--- config.mk ---
export PLATFORM = sky130hd
export DESIGN_NAME = nbit_seq_divider
export DESIGN_NICKNAME = d
export VERILOG_FILES = /design/src/rtl/nbit_seq_divider.sv
export SDC_FILE = /design/constraint.sdc
export NUM_CORES = 1
export LEC_CHECK = 0
export CAP_MARGIN = 20
export CORE_MARGIN = 3
export CORE_UTILIZATION = 50
export DETAILED_ROUTE_END_ITERATION = 10
export GPL_ROUTABILITY_DRIVEN = 0
export PLACE_DENSITY = 0.75
export SLEW_MARGIN = 20
export SYNTH_ARGS = -nofsm -noshare
export SYNTH_HDL_FRONTEND = slang
export SYNTH_SLANG_ARGS = --single-unit
--- constraint.sdc ---
create_clock -name clk -period 5.52 [get_ports clk]
set_clock_uncertainty 0.15 [all_clocks]
set_input_delay 0.552 -clock clk [delete_from_list [all_inputs] [get_ports clk]]
set_output_delay 0.552 -clock clk [all_outputs]
set_load 0.02 [all_outputs]
--- src/rtl/nbit_seq_divider.sv ---
// rtl/nbit_seq_divider.sv - multi-cycle unsigned N-bit restoring divider
//
// Purpose: accepts a dividend/divisor pair on a start pulse in IDLE and
// produces quotient and remainder after N trial-subtraction iterations,
// flagging completion with a one-cycle done pulse.
//
// Optional feature macro: DIV_ZERO_DETECT_EN
//   defined   - a zero divisor bypasses RUN and finishes one cycle after start
//               with quotient all ones, remainder = dividend, div_by_zero_out=1
//   undefined - div_by_zero_out is tied low; a zero divisor runs the normal
//               N iterations, which yield the same quotient/remainder
//
// Ports:
//   clk              in   rising-edge clock
//   rst_n            in   asynchronous active-low reset
//   start            in   request, sampled only in IDLE
//   dividend_in      in   [N-1:0] unsigned dividend, sampled with start
//   divisor_in       in   [N-1:0] unsigned divisor, sampled with start
//   busy             out  high in RUN and DONE
//   done             out  one-cycle pulse when results are valid
//   quotient_out     out  [N-1:0] quotient, held until next accepted start
//   remainder_out    out  [N-1:0] remainder, held until next accepted start
//   div_by_zero_out  out  divisor was zero, held with results

module nbit_seq_divider #(
  parameter int N = 8
) (
  input  logic         clk,
  input  logic         rst_n,
  input  logic         start,
  input  logic [N-1:0] dividend_in,
  input  logic [N-1:0] divisor_in,
  output logic         busy,
  output logic         done,
  output logic [N-1:0] quotient_out,
  output logic [N-1:0] remainder_out,
  output logic         div_by_zero_out
);

  localparam int CW = (N > 2) ? $clog2(N) : 1;

  typedef enum logic [1:0] {
    S_IDLE = 2'd0,
    S_RUN  = 2'd1,
    S_DONE = 2'd2
  } state_t;

  state_t        r_state;
  state_t        w_state_next;

  logic [CW-1:0] r_cnt;
  // Partial remainder is always < divisor between iterations, so its top bit
  // (the N+1-th) is always 0 and need not be stored.
  logic [N-1:0]  r_rem;
  logic [N-1:0]  r_q;
  logic [N-1:0]  r_divisor;
  logic [N-1:0]  r_quot;
  logic [N-1:0]  r_remo;

  logic [N:0]    w_shift;
  logic [N:0]    w_trial;
  logic          w_borrow;
  logic [N-1:0]  w_rem_next;
  logic [N-1:0]  w_q_next;
  logic          w_last;
  logic          w_accept;
  logic          w_zero_skip;

  assign w_accept = (r_state == S_IDLE) && start;

  // One restoring step: shift in the next dividend bit, trial-subtract the
  // divisor with the adder run backwards (add the one's complement plus one).
  assign w_shift    = {r_rem, r_q[N-1]};
  assign w_trial    = w_shift + ~{1'b0, r_divisor} + {{N{1'b0}}, 1'b1};
  assign w_borrow   = w_trial[N];
  assign w_rem_next = w_borrow ? w_shift[N-1:0] : w_trial[N-1:0];
  assign w_q_next   = {r_q[N-2:0], ~w_borrow};
  assign w_last     = (r_cnt == CW'(N - 1));

`ifdef DIV_ZERO_DETECT_EN
  logic r_dbz;
  assign w_zero_skip     = w_accept && (divisor_in == '0);
  assign div_by_zero_out = r_dbz;
`else
  assign w_zero_skip     = 1'b0;
  assign div_by_zero_out = 1'b0;
`endif

  assign quotient_out  = r_quot;
  assign remainder_out = r_remo;

  always_ff @(posedge clk or negedge rst_n) begin
    if (!rst_n) begin
      r_state <= S_IDLE;
    end else begin
      r_state <= w_state_next;
    end
  end

  always_comb begin
    w_state_next = r_state;
    busy         = 1'b0;
    done         = 1'b0;
    case (r_state)
      S_IDLE: begin
        if (start) begin
          w_state_next = w_zero_skip ? S_DONE : S_RUN;
        end
      end
      S_RUN: begin
        busy = 1'b1;
        if (w_last) begin
          w_state_next = S_DONE;
        end
      end
      S_DONE: begin
        busy         = 1'b1;
        done         = 1'b1;
        w_state_next = S_IDLE;
      end
      default: begin
        w_state_next = S_IDLE;
      end
    endcase
  end

  always_ff @(posedge clk or negedge rst_n) begin
    if (!rst_n) begin
      r_cnt     <= '0;
      r_rem     <= '0;
      r_q       <= '0;
      r_divisor <= '0;
      r_quot    <= '0;
      r_remo    <= '0;
`ifdef DIV_ZERO_DETECT_EN
      r_dbz     <= 1'b0;
`endif
    end else if (w_accept) begin
      r_divisor <= divisor_in;
      r_cnt     <= '0;
      r_rem     <= '0;
      r_q       <= dividend_in;
`ifdef DIV_ZERO_DETECT_EN
      r_dbz     <= 1'b0;
      if (divisor_in == '0) begin
        // Results are published right away since RUN is skipped.
        r_quot <= '1;
        r_remo <= dividend_in;
        r_dbz  <= 1'b1;
      end
`endif
    end else if (r_state == S_RUN) begin
      r_rem <= w_rem_next;
      r_q   <= w_q_next;
      r_cnt <= r_cnt + CW'(1);
      if (w_last) begin
        r_quot <= w_q_next;
        r_remo <= w_rem_next;
      end
    end
  end

endmodule

==> impl_metrics.yaml, run 1 <==
global_routing:
  top_usage_layer: "met1"
  grt_use_total: 0.194
  grt_pass1_wl_mm: 8.23
  met2_usage: 0.273
  grt_overflow: 0
  grt_pass1_vias: 1702
  grt_use_met1: 0.285
  globalRouteMet3Util: 0.0601
  grt_max_degree: 46
  antenna_found_initial: 0
logic_synthesis:
  synth.avg_cell_area_sq_um: 9.55
  yosysSeqAreaShare: 0.472
  ys_types: 43
  syn_area_sq_um: 2390
  synth_area_leader_cell: "dfrtp_1"
  ys_async_sr_fraction: 1.00
  synth_edf_count: 0
  synth_area_leaders: "dfrtp_1 47%, nand2_1 7.9%, ha_1 7.3%, mux2i_1 5.9%, o21ai_0 5.7%"
  syn_nets: 284
  synthFlopType: "dfrtp_1"
  yosys.area.top_type_share: 0.472
  syn_inst: 250
  synth-seq-cells: 45
  yosysWarnings: 0
cells_and_area:
  layout.cells.non_filler: 336
  layout_commonest_cell: "nand2_1"
  final_layout_size_suffix_gt1_frac: 0.0563
  postLayoutCellArea_sq_um: 2910
  num_antenna_cells: 0
  area_growth_pct: 21.8
  nets: 317
  layout_common_cells: "50 x nand2_1, 45 x dfrtp_1, 35 x clkdlybuf4s50_1, 27 x o21ai_0, 16 x inv_1"
clock_network:
  cts.path.max_buffers: 2
  cts_num_sinks: 45
  postCtsHoldBufs: 0
  postCtsSetupRepairBufs: 0
  path_clk_slew_ns: 0.09
  cts_tree: "yes"
  ctsRootBufferMaster: "clkbuf_8"
  numCtsBuffers: 5
  clock_latency_ns: 0.32
  cts_resized: 0
  h-tree-depth: 2
floorplanning:
  core_sq_um: 4470
  io_pins: 38
  die_y_um: 75.1
  std_cell_rows: 24
  start_util: 0.534
  die_area_sq_um: 5640
  die_x_um: 75.1
drt:
  routed_wl_mm: 4.84
  postRouteAntennaNets: 0
  vias: 1846
  via_per_inst: 5.49
  drt_pass1_iterations: 4
  drt-initial-drc-count: 93
  wl_per_cell_um: 14.4
  post-route-drc-count: 0
power:
  combPwrFrac: 0.569
  p_seq_frac: 0.282
  powerDensity_nw_per_um2: 701
  internal_power_uw: 1160
  pwr-share-clk: 0.149
  p_leak_uw: 0.00135
  ir_drop_uv: 314
  switching_share: 0.430
  p_switching_uw: 877
critical_path:
  cp_top_family: "compound AO/OA/AOI/OAI gates"
  crit_slowest_cell: "fa_1"
  cp_max_fo: 8
  max_stage_delay_ns: 0.41
  worstPathBufferInverterCount: 2
  critPathLaunchType: "flop"
  cp-end-kind: "flop"
  crit_chain: "inv_1 -> ha_1 -> inv_1 -> fa_1 -> a211oi_2 -> o211a_1 -> o211a_1 -> mux2i_1 -> a211oi_1"
  crit_required_ns: 5.56
  path_class: "flop to flop"
  arrival_ns: 2.74
sta:
  fin_crit_sh: 0.489
  fin_crit_ns: 2.70
  worstMarginPinSlew_ns: 0.855
  setup_viol: 0
  hold_violations: 0
  setup_slack_ns: 2.82
  fmax_ghz: 0.370
  grt_setup_unrepaired: "false"
  maxSlewViolCount: 0
  slew_headroom: 0.428
  totalNegativeSetupSlack_ns: 0
run_status:
  outcome: "complete, no violations"
place:
  place_ws_ns: 2.80
  dp_cells: 328
  dp_hpwl_mm: 3.45
  dpl_cell_area_sq_um: 2760
  place.port_buffers: 36
worst_hold_path:
  hold_class: "primary input to asynchronous set/reset pin"
run:
  drv_cap: 0
[stage by stage]
stage	total power (uW)	utilization	hold slack [ns]
after floorplan	1440	-	0.106
after global placement	1700	0.617	0.309
after detailed placement	1730	0.617	0.313
after CTS	2040	0.648	0.268
after global routing	2220	0.650	0.110
final	2040	0.650	0.0734
[power groups by stage]
stage | clock (uW) | sequential [uW] | combinational [uW]
after floorplan | 0 | 616 | 823
after global placement | 0 | 577 | 1130
after detailed placement | 0 | 578 | 1150
after CTS | 310 | 574 | 1160
after global routing | 320 | 591 | 1300
final | 303 | 574 | 1160
[flip-flops by register name (all words and copies together), names as in the netlist]
signal / cells
quotient_out: 8
r_cnt: 3
r_divisor: 8
r_q: 8
r_rem: 8
r_state: 2
remainder_out: 8
[per-layer routing]
layer,routed length [um],share of wire
met1,2490,0.51
met2,2070,0.43
met3,204,0.042
met4,85,0.018
met5,0,0
[Yosys cell counts, drive strengths merged, types with 2 or more instances]
cell / n
and2: 2
inv: 16
xnor2: 3
a2111o: 2
nor2b: 2
o21a: 2
mux2: 2
o211a: 2
clkbuf: 8
ha: 14
buf: 4
xor2: 3
mux2i: 14
o211ai: 4
a211oi: 4
nor2: 10
nand2: 50
nand2b: 2
a21oi: 13
dfrtp: 45
o21ai: 32
[cell type report]
cell class | instances | area (sq um)
Clock inverter | 3 | 68.8
Sequential cell | 45 | 1130
Inverter | 16 | 60.1
Tap cell | 52 | 65.1
Clock buffer | 5 | 68.8
Fill cell | 396 | 1570
Timing Repair Buffer | 38 | 373
Multi-Input combinational cell | 177 | 1140
[worst paths after layout]
path,from,end,slack [ns],cells past startpoint
max,r_q[7],r_rem[5],2.82,9
max reg2reg,r_q[7],r_rem[5],2.82,9
min reg2reg,quotient_out[7],quotient_out[7],0.33,2
max in group asynchronous,rst_n,r_divisor[5],4.75,1
min,rst_n,quotient_out[4],0.07,1
min in group clk,quotient_out[7],quotient_out[7],0.33,2
[logic make-up (layout without fill, tap and decap cells)]
kind of cell    Yosys count  count (layout)  synth area share
compound gates           68              68             0.180
fa+ha+maj                15              15            0.0818
xor+xnor                  6               6            0.0220
simple gates             71              71             0.123
mux                      16              16            0.0697
other cells               1               1           0.00157
buf+inv                  28              62            0.0508
flops                    45              45             0.472
(Power assumes the default switching activity.)
==> run 2: changes to the inputs <==
Settings changed: CORE_UTILIZATION 50 to 48, PLACE_DENSITY 0.75 to 0.76.
Clock period 5.52 ns to 2.2 ns, I/O delays scaled along.
==> impl_metrics.yaml, run 2 (synthesis gave the netlist of run 1 again) <==
global_routing:
  grt_pass1_wl_mm: 9.18
  grt_max_degree: 46
  grt_overflow: 0
  grt_pass1_vias: 1989
  antenna_found_initial: 0
  grt_use_total: 0.196
power:
  power_uw: 5740
  p_leak_uw: 0.00149
  powerDensity_nw_per_um2: 1810
  ir_drop_uv: 776
floorplanning:
  start_util: 0.502
  die_area_sq_um: 5860
  io_pins: 38
  die_y_um: 76.5
  std_cell_rows: 25
  core_sq_um: 4750
  die_x_um: 76.5
drt:
  post-route-drc-count: 0
  postRouteAntennaNets: 0
  drt_pass1_iterations: 4
  vias: 2000
  wl_per_cell_um: 14.2
  via_per_inst: 5.18
  routed_wl_mm: 5.47
  drt-initial-drc-count: 80
sta:
  setup_slack_ns: -0.278
  hold_violations: 0
  slew_headroom: 0.611
  fmax_ghz: 0.403
  worstMarginPinSlew_ns: 0.582
  fin_crit_ns: 2.48
  maxSlewViolCount: 0
  setup_viol: 18
  fin_crit_sh: 1.13
  grt_setup_unrepaired: "true"
clock_network:
  path_clk_slew_ns: 0.09
  ctsRootBufferMaster: "clkbuf_8"
  numCtsBuffers: 5
  cts.path.max_buffers: 2
  clock_latency_ns: 0.31
  h-tree-depth: 2
  cts_num_sinks: 45
  cts_tree: "yes"
cells_and_area:
  layout_common_cells: "50 x nand2_1, 45 x dfrtp_1, 36 x buf_4, 35 x clkdlybuf4s50_1, 25 x o21ai_0"
  final_layout_size_suffix_gt1_frac: 0.176
  nFillCells: 378
  num_antenna_cells: 0
  layout_commonest_cell: "nand2_1"
  nets: 352
  layout.cells.non_filler: 386
  area_growth_pct: 33.3
place:
  place_ws_ns: -0.350
  place.port_buffers: 36
  dp_cells: 372
  dp_hpwl_mm: 3.86
critical_path:
  crit_slowest_cell: "dfrtp_1"
  cp_top_family: "compound AO/OA/AOI/OAI gates"
  arrival_ns: 2.53
  cp-end-kind: "flop"
  max_stage_delay_ns: 0.41
  cp_max_fo: 7
  critPathLaunchType: "flop"
  path_class: "flop to flop"
  crit_required_ns: 2.25
  crit_chain: "inv_2 -> ha_4 -> inv_2 -> fa_2 -> a211oi_4 -> buf_4 -> o211ai_1 -> o211a_4 -> o21a_1 -> mux2_4"
  worstPathBufferInverterCount: 3
  path_common_cell: "inv_2"
run_status:
  outcome: "finished with violations"
  violations: "negative setup slack"
run:
  drv_cap: 0
worst_hold_path:
  hold_class: "primary input to flop"
## run 2: cell count changes in the layout (fill, tap and decap cells not counted), moves of 2 or more
cell	change
bufinv_16	-2
buf_4	+33
inv_1	-2
o21ai_0	-2
inv_2	+2
o21ai_1	+2
## run 2: repair_timing
item,in CTS,in global routing
pin swaps,9,3
setup endpoints to repair,18,18
resized for setup,10,2
hold buffers,1,0
buffers inserted,4,1
endpoints found under the hold margin,45,0
## run 2: report_power, final
| part | internal [uW] | total (uW) | leakage, uW | switching, uW |
|---|---|---|---|---|
| sequential | 1200 | 1430 | 0.000583 | 229 |
| combinational | 1830 | 3770 | 0.000862 | 1940 |
| clock | 232 | 542 | 0.0000452 | 311 |
| total | 3260 | 5740 | 0.00149 | 2480 |
## run 2: per-layer routing
layer,vias up,GRT usage,routed length (um)
li1,992,-,-
met1,954,0.259,2470
met2,44,0.316,2680
met3,10,0.0366,226
met4,0,0.0797,98
met5,-,0,0
## run 2: worst reg2reg max path, stage by stage (launching register included)
cell	delay, ns
dfrtp_1	0.41
inv_2	0.08
ha_4	0.13
inv_2	0.03
fa_2	0.36
a211oi_4	0.22
buf_4	0.15
o211ai_1	0.15
o211a_4	0.24
o21a_1	0.20
mux2_4	0.25
## run 2: area by class of cell
cell class	count	area, sq um	share of cell area
Sequential cell	45	1130	0.354
Clock buffer	5	68.8	0.0216
Tap cell	67	83.8	0.0263
Clock inverter	3	25.0	0.00786
Multi-Input combinational cell	177	1180	0.372
Inverter	16	60.1	0.0189
Timing Repair Buffer	73	636	0.200
## run 2: worst paths after layout
kind,to,from,cells after the start,slack [ns]
max in group asynchronous,r_rem[0],rst_n,3,1.16
hold reg to reg,quotient_out[4],quotient_out[4],2,0.33
setup reg to reg,remainder_out[2],r_q[7],10,-0.28
min in group asynchronous,quotient_out[2],rst_n,3,0.36
hold / removal,r_divisor[0],divisor_in[0],3,0.29
setup / recovery,remainder_out[2],r_q[7],10,-0.28
## run 2: metrics by stage
step           hold slack (ns)  instance area, sq um  setup TNS, ns  utilization
2_1_floorplan           -0.226                  2390          -1.20            -
3_3_place_gp             0.179                  3000          -4.03        0.631
3_5_place_dp             0.189                  3000          -5.27        0.631
4_1_cts                  0.286                  3170          -3.45        0.667
5_1_grt                  0.306                  3180          -4.67        0.669
6_report                 0.291                  3180          -3.35        0.669
==> run 3: changes to the inputs <==
Settings changed: CTS_CLUSTER_SIZE set to 30.
Clock period 2.2 ns to 2.1 ns, I/O delays scaled along.
==> impl_metrics.yaml, run 3 (synthesis gave the netlist of run 1 again) <==
global_routing:
  grt_use_total: 0.201
  grt_overflow: 0
  grt_pass1_wl_mm: 9.40
  grt_pass1_vias: 1999
  antenna_found_initial: 0
  grt_max_degree: 38
power:
  powerDensity_nw_per_um2: 2010
  ir_drop_uv: 868
  p_leak_uw: 0.00157
clock_network:
  h-tree-depth: 2
  ctsRootBufferMaster: "clkbuf_8"
  clock_latency_ns: 0.30
  cts_num_sinks: 45
  path_clk_slew_ns: 0.09
  numCtsBuffers: 5
  cts_tree: "yes"
  cts.path.max_buffers: 2
floorplanning:
  io_pins: 38
  die_x_um: 76.5
  die_area_sq_um: 5860
  start_util: 0.502
  die_y_um: 76.5
  std_cell_rows: 25
  core_sq_um: 4750
sta:
  fin_crit_sh: 1.18
  hold_ws_ns: 0.196
  hold_violations: 0
  setup_viol: 18
  maxSlewViolCount: 0
  setup_slack_ns: -0.383
  fmax_ghz: 0.403
  fin_crit_ns: 2.48
  grt_setup_unrepaired: "true"
  worstMarginPinSlew_ns: 0.698
  slew_headroom: 0.528
cells_and_area:
  final_layout_size_suffix_gt1_frac: 0.237
  final-seq-area_sq_um: 1130
  num_antenna_cells: 0
  nFillCells: 347
  postLayoutCellArea_sq_um: 3370
  nets: 362
  area_growth_pct: 41.1
  layout_common_cells: "49 x nand2_1, 45 x dfrtp_1, 42 x buf_4, 35 x clkdlybuf4s50_1, 25 x o21ai_0"
  layout_commonest_cell: "nand2_1"
  multi_input_comb_area_sq_um: 1250
critical_path:
  crit_chain: "inv_2 -> ha_4 -> inv_2 -> fa_2 -> a211oi_4 -> o211ai_1 -> o211a_4 -> o21a_1 -> mux2_4"
  rr_endpoint: "remainder_out[2]"
  arrival_ns: 2.52
  crit_required_ns: 2.14
  reg2reg_from: "r_q[7]"
  cp_top_family: "compound AO/OA/AOI/OAI gates"
  critPathLaunchType: "flop"
  crit_slowest_cell: "dfrtp_1"
  cp.depth: 9
  worstPathBufferInverterCount: 2
  cp-end-kind: "flop"
  path_common_cell: "inv_2"
  reg2reg_slack_ns: -0.38
  path_class: "flop to flop"
  r2r_cells: 9
  cp_max_fo: 7
  max_stage_delay_ns: 0.40
run_status:
  violations: "negative setup slack"
  outcome: "finished with violations"
drt:
  drt-initial-drc-count: 136
  routed_wl_mm: 5.82
  postRouteAntennaNets: 0
  via_per_inst: 5.26
  wl_per_cell_um: 14.7
  vias: 2084
  drt_pass1_iterations: 4
  post-route-drc-count: 0
place:
  place.port_buffers: 36
  dp_hpwl_mm: 3.84
  dpl_cell_area_sq_um: 3060
worst_hold_path:
  hold_class: "primary input to asynchronous set/reset pin"
run:
  drv_cap: 0
==> run 3: cell count changes in the layout (fill, tap and decap cells not counted), sizes merged <==
cell and change:
buf +10, inv -2, bufinv +1, clkbuf +1, clkinv +1, clkinvlp -1
==> run 3: through the flow <==
stage	setup WS, ns	cells	power, uW	TNS [ns]	utilization
final	-0.383	396	6770	-5.86	0.708
after global routing	-0.473	396	7200	-7.30	0.708
after CTS	-0.333	393	6390	-4.65	0.696
after detailed placement	-0.482	378	5150	-6.98	0.643
after global placement	-0.369	378	5030	-5.65	0.643
after floorplan	-0.248	250	3790	-2.64	-
==> run 3: what timing repair did <==
action / 4_1_cts / 5_1_grt
setup buffers: 6 / 3
hold endpoints to repair: 16 / 0
gates cloned: 0 / 0
resized for setup: 19 / 9
hold buffers: 1 / 0
pin swaps: 9 / 7
endpoints found under the setup margin: 18 / 18
==> run 3: metal layers <==
metal  up-vias  GRT usage  wire length [um]
met5         -          0                 0
met4         0     0.0598               121
met3        13     0.0366               312
met2        67      0.339              2880
met1       990      0.263              2500
li1       1014          -                 -
==> run 3: worst max-delay path by stage <==
stage	to	slack, ns	start
CTS	remainder_out[2]	-0.33	r_q[7]
finish	remainder_out[2]	-0.38	r_q[7]
global route	remainder_out[2]	-0.47	r_q[7]
global placement	r_rem[5]	-0.37	r_q[7]
detailed placement	r_rem[6]	-0.48	r_q[7]
floorplan	remainder_out[2]	-0.25	r_q[7]
==> run 3: cell type report <==
type	count	area share
clock inverters	2	0.0115
multi-input cells	177	0.372
well taps	67	0.0249
repair buffers	83	0.218
inverters	16	0.0178
clock buffers	6	0.0215
flip-flops and latches	45	0.334
==> run 3: report_power, final <==
group	total, uW	switching [uW]	internal [uW]
Clock	662	304	357
Sequential	1510	250	1260
Combinational	4600	2330	2270
Total	6770	2890	3890
==> patch 1: new RTL, flow settings as in run 2 <==
Add an input register stage for `start`, without a reset; this delays it by one clock. The other inputs are not delayed to match. Comments in the files are not updated.
--- a/src/rtl/nbit_seq_divider.sv
+++ b/src/rtl/nbit_seq_divider.sv
@@ -46,4 +46,10 @@
   } state_t;
 
+  logic start_q;
+
+  always_ff @(posedge clk) begin
+    start_q <= start;
+  end
+
   state_t        r_state;
   state_t        w_state_next;
@@ -67,5 +73,5 @@
   logic          w_zero_skip;
 
-  assign w_accept = (r_state == S_IDLE) && start;
+  assign w_accept = (r_state == S_IDLE) && start_q;
 
   // One restoring step: shift in the next dividend bit, trial-subtract the
@@ -104,5 +110,5 @@
     case (r_state)
       S_IDLE: begin
-        if (start) begin
+        if (start_q) begin
           w_state_next = w_zero_skip ? S_DONE : S_RUN;
         end
Function: changed (a bounded check fails within 4 cycles, from zero or initial values and one cycle with rst_n low).
==> patch 1 against run 2 <==
  * The run still ends with setup timing left
  * Clock power down 5.4%
  * Power is 3.0% higher
  * Sequential share of layout area hardly changed
  * Via count grew 1.8%
  * Final area increased by 1.9%
  * Sequential cell count is 1 higher
  * Synthesized area is 0.89% higher
  * Worst setup slack got worse by 0.052 ns
  * Global-route usage grew 0.49 points
  * Wire length is 2.7% higher
  * Largest power group unchanged
==> patch 1: results <==
[outcome]
outcome = finished, violations left
violations = setup timing

[final_layout]
drive_gt1_frac = 0.189
fillers = 389
nets = 350

[setup_path]
slowest_delay_ns = 0.39
critPathTopFamily = compound AO/OA/AOI/OAI gates
crit_fanout = 5
crit_start = r_q[7]

[hold_path]
hold_path.startpoint = start

[logic_synthesis]
async_reset_ff_frac = 0.978
netlist_top_cells_area = dfrtp_1, nand2_1, ha_1
ys.flop_type = dfrtp_1
synth_common_cells = nand2_1, dfrtp_1, o21ai_0
yosysSeqAreaShare = 0.476
synthesis.nets = 285

[power_and_ir_drop]
irDropWorstVdd_mv = 0.794
p_leak_nw = 1.49

[placement]
placedInstanceArea_um2 = 3000
dp_hpwl_um = 3670
port_buffers = 36

[global_route]
grt_pass1_vias = 1988
grt.met3_usage = 0.0387
grt_max_degree = 46
grt_usage = 0.201
grt_pass1_wl_um = 9360
grtUsageMet1 = 0.265
use_met2 = 0.319

[timing]
worst_pin_slew_ns = 0.616
setup_viol = 18
layout_setup_ws_ns = -0.330

[drt]
drtPass1Iterations = 4
drt_iter0_markers = 172
wl_per_cell_um = 14.6
vias = 2035

[clocking]
numCtsBuffers = 5
clockRootBuffer = clkbuf_8
cts-htree-levels = 2
## patch 1: cell count changes after synthesis, sizes merged
cell / before / now
dfxtp: 0 / 1
## patch 1: kinds of logic (layout without fill, tap and decap cells)
logic type,Yosys count,after routing,share of synthesized area
compound gates,68,68,0.178
xor+xnor,6,6,0.0218
fa+ha+maj,15,15,0.0810
buf+inv,28,94,0.0504
flops,46,46,0.476
mux,16,16,0.0675
other cells,1,1,0.00156
simple gates,71,71,0.124
## patch 1: through the flow
| step | power [mW] | setup slack, ns | TNS, ns | std cells | utilization |
|---|---|---|---|---|---|
| 5_1_grt | 6.31 | -0.399 | -6.19 | 384 | 0.677 |
| 4_1_cts | 5.61 | -0.217 | -3.01 | 383 | 0.669 |
| 3_3_place_gp | 4.48 | -0.277 | -3.87 | 370 | 0.627 |
| 6_report | 5.92 | -0.330 | -4.53 | 384 | 0.677 |
| 3_5_place_dp | 4.60 | -0.381 | -5.38 | 370 | 0.627 |
| 2_1_floorplan | 3.51 | -0.147 | -1.20 | 251 | - |
## patch 1: area by class of cell
| class | instances | share of cell area |
|---|---|---|
| clock buffer | 7 | 0.0235 |
| clock inverter | 1 | 0.00232 |
| inverter | 16 | 0.0185 |
| multi-input combinational | 177 | 0.385 |
| sequential | 46 | 0.354 |
| tap | 67 | 0.0259 |
| timing repair buffer | 70 | 0.191 |
## patch 1: what timing repair did
item,in CTS,in global routing
resized for setup,17,8
buffers inserted,4,1
cloned,0,0
hold buffers,1,0
endpoints found under the hold margin,45,0
pin swaps,14,9
setup endpoints to repair,18,18
## patch 1: power by group
part | switching, mW | internal [mW]
logic | 2.09 | 1.93
registers | 0.206 | 1.18
clock network | 0.288 | 0.225
total | 2.58 | 3.34
## patch 1: final timing paths
kind	slack (ns)	depth (start not counted)	endpoint
worst max-delay path	-0.33	10	remainder_out[0]
worst min-delay path	0.20	1	start_q
worst max register to register	-0.33	10	remainder_out[0]
worst min register to register	0.33	2	quotient_out[2]
max in group asynchronous	1.14	3	r_divisor[5]
min in group asynchronous	0.36	3	quotient_out[3]
## patch 1: layer usage
metal,share of wire,up-vias
met5,0,-
met4,0.030,0
met3,0.035,22
met2,0.48,61
met1,0.46,963
li1,-,989
==> patch 2: new RTL, flow settings as in run 2 <==
Made on the original files. The option `DIV_ZERO_DETECT_EN` is turned on by a define.
--- a/src/rtl/nbit_seq_divider.sv
+++ b/src/rtl/nbit_seq_divider.sv
@@ -22,4 +22,6 @@
 //   remainder_out    out  [N-1:0] remainder, held until next accepted start
 //   div_by_zero_out  out  divisor was zero, held with results
+
+`define DIV_ZERO_DETECT_EN
 
 module nbit_seq_divider #(
Check against the original RTL: not equivalent (a bounded check fails within 4 cycles, from zero or initial values and one cycle with rst_n low).
==> patch 2 against run 2 <==
  * The run still ends with setup timing left
  * Synthesized area increased by 6.2%
  * Worst setup slack worse by 0.21 ns
  * Final area rose by 15%
  * Non-clock buffer count increased by 25
  * Wire length grew 27%
  * Sequential cell count up 1
  * Power rose by 3.8%
  * Largest cell class unchanged
  * Highest routed layer unchanged
==> patch 2: results <==
[global_route]
grt_max_degree = 31
grt_pass1_vias = 2369
grt_usage = 0.238

[outcome]
violations = setup timing
outcome = finished, violations left

[placement]
dp_hpwl_um = 4780
dp_cells = 411
placedInstanceArea_um2 = 3340
port_buffers = 37
place_ws_ns = -0.570

[timing]
fin_worst_hold_slack_ns = 0.172
setup_viol = 18
worst_pin_slew_ns = 0.366
layout_setup_ws_ns = -0.493
finalSetupTns_ns = -7.27

[hold_path]
hold_class = in -> async

[drt]
drt-total-wl_um = 6970
vias_per_cell = 5.56
wl_met1_um = 3090
drt_iter0_markers = 153
wl_per_cell_um = 16.3

[power_and_ir_drop]
pg_seq_mw = 1.31
pg_clk_mw = 0.527
p_leak_nw = 1.66
powerDensity_nw_per_um2 = 1630
irDropWorstVdd_mv = 0.911

[final_layout]
nets = 393

[logic_synthesis]
syn_avg_cell_area_um2 = 9.43
netlist_top_cells_area = dfrtp_1, o21ai_0, mux2i_1
synthesis.nets = 302
synth_common_cells = dfrtp_1, nand2_1, o21ai_0

[setup_path]
endpoint = r_rem[7]
crit_fanout = 4
patch 2: worst min path at each step:
stage                            endpoint  slack (ns)
after floorplan           div_by_zero_out       -0.23
after global placement           r_rem[7]       -0.02
after detailed placement         r_rem[7]       -0.02
after CTS                        r_rem[7]        0.18
after global routing             r_rem[7]        0.20
final                            r_rem[7]        0.17
patch 2: worst max-delay path, cell delays in order (launching register included):
cell and delay [ns]:
dfrtp_1 0.40, inv_2 0.08, ha_4 0.14, inv_2 0.03, fa_2 0.36, a211oi_4 0.25
nor3_2 0.09, buf_4 0.14, o21a_1 0.22, or4_4 0.44, a211oi_2 0.21, or3_1 0.13
patch 2: cell type report:
class,count,area (µm²),share of cell area
flip-flops and latches,46,1150,0.314
repair buffers,98,853,0.233
multi-input cells,196,1440,0.393
well taps,67,83.8,0.0229
inverters,13,48.8,0.0133
clock buffers,6,72.6,0.0198
clock inverters,2,13.8,0.00376
patch 2: kinds of logic (layout without fill, tap and decap cells):
| group | count (synthesis) | count (layout) | synth area share |
|---|---|---|---|
| AO/OA/AOI/OAI | 83 | 83 | 0.211 |
| XOR/XNOR | 6 | 6 | 0.0207 |
| adder cells (fa/ha/maj) | 14 | 14 | 0.0720 |
| buffers and inverters | 27 | 119 | 0.0400 |
| flip-flops | 46 | 46 | 0.454 |
| multiplexers | 17 | 17 | 0.0671 |
| AND/OR/NAND/NOR | 76 | 76 | 0.135 |
patch 2: layer usage:
metal  up-vias  track usage
met5         -            0
met4         0       0.0752
met3        14       0.0374
met2        67        0.389
met1      1155        0.325
li1       1142            -
patch 2: timing repair:
action	CTS	global route
gates resized for setup	26	11
setup buffers	10	0
hold buffers	1	0
pin swaps	15	3
endpoints found under the setup margin	18	18
endpoints found under the hold margin	25	0
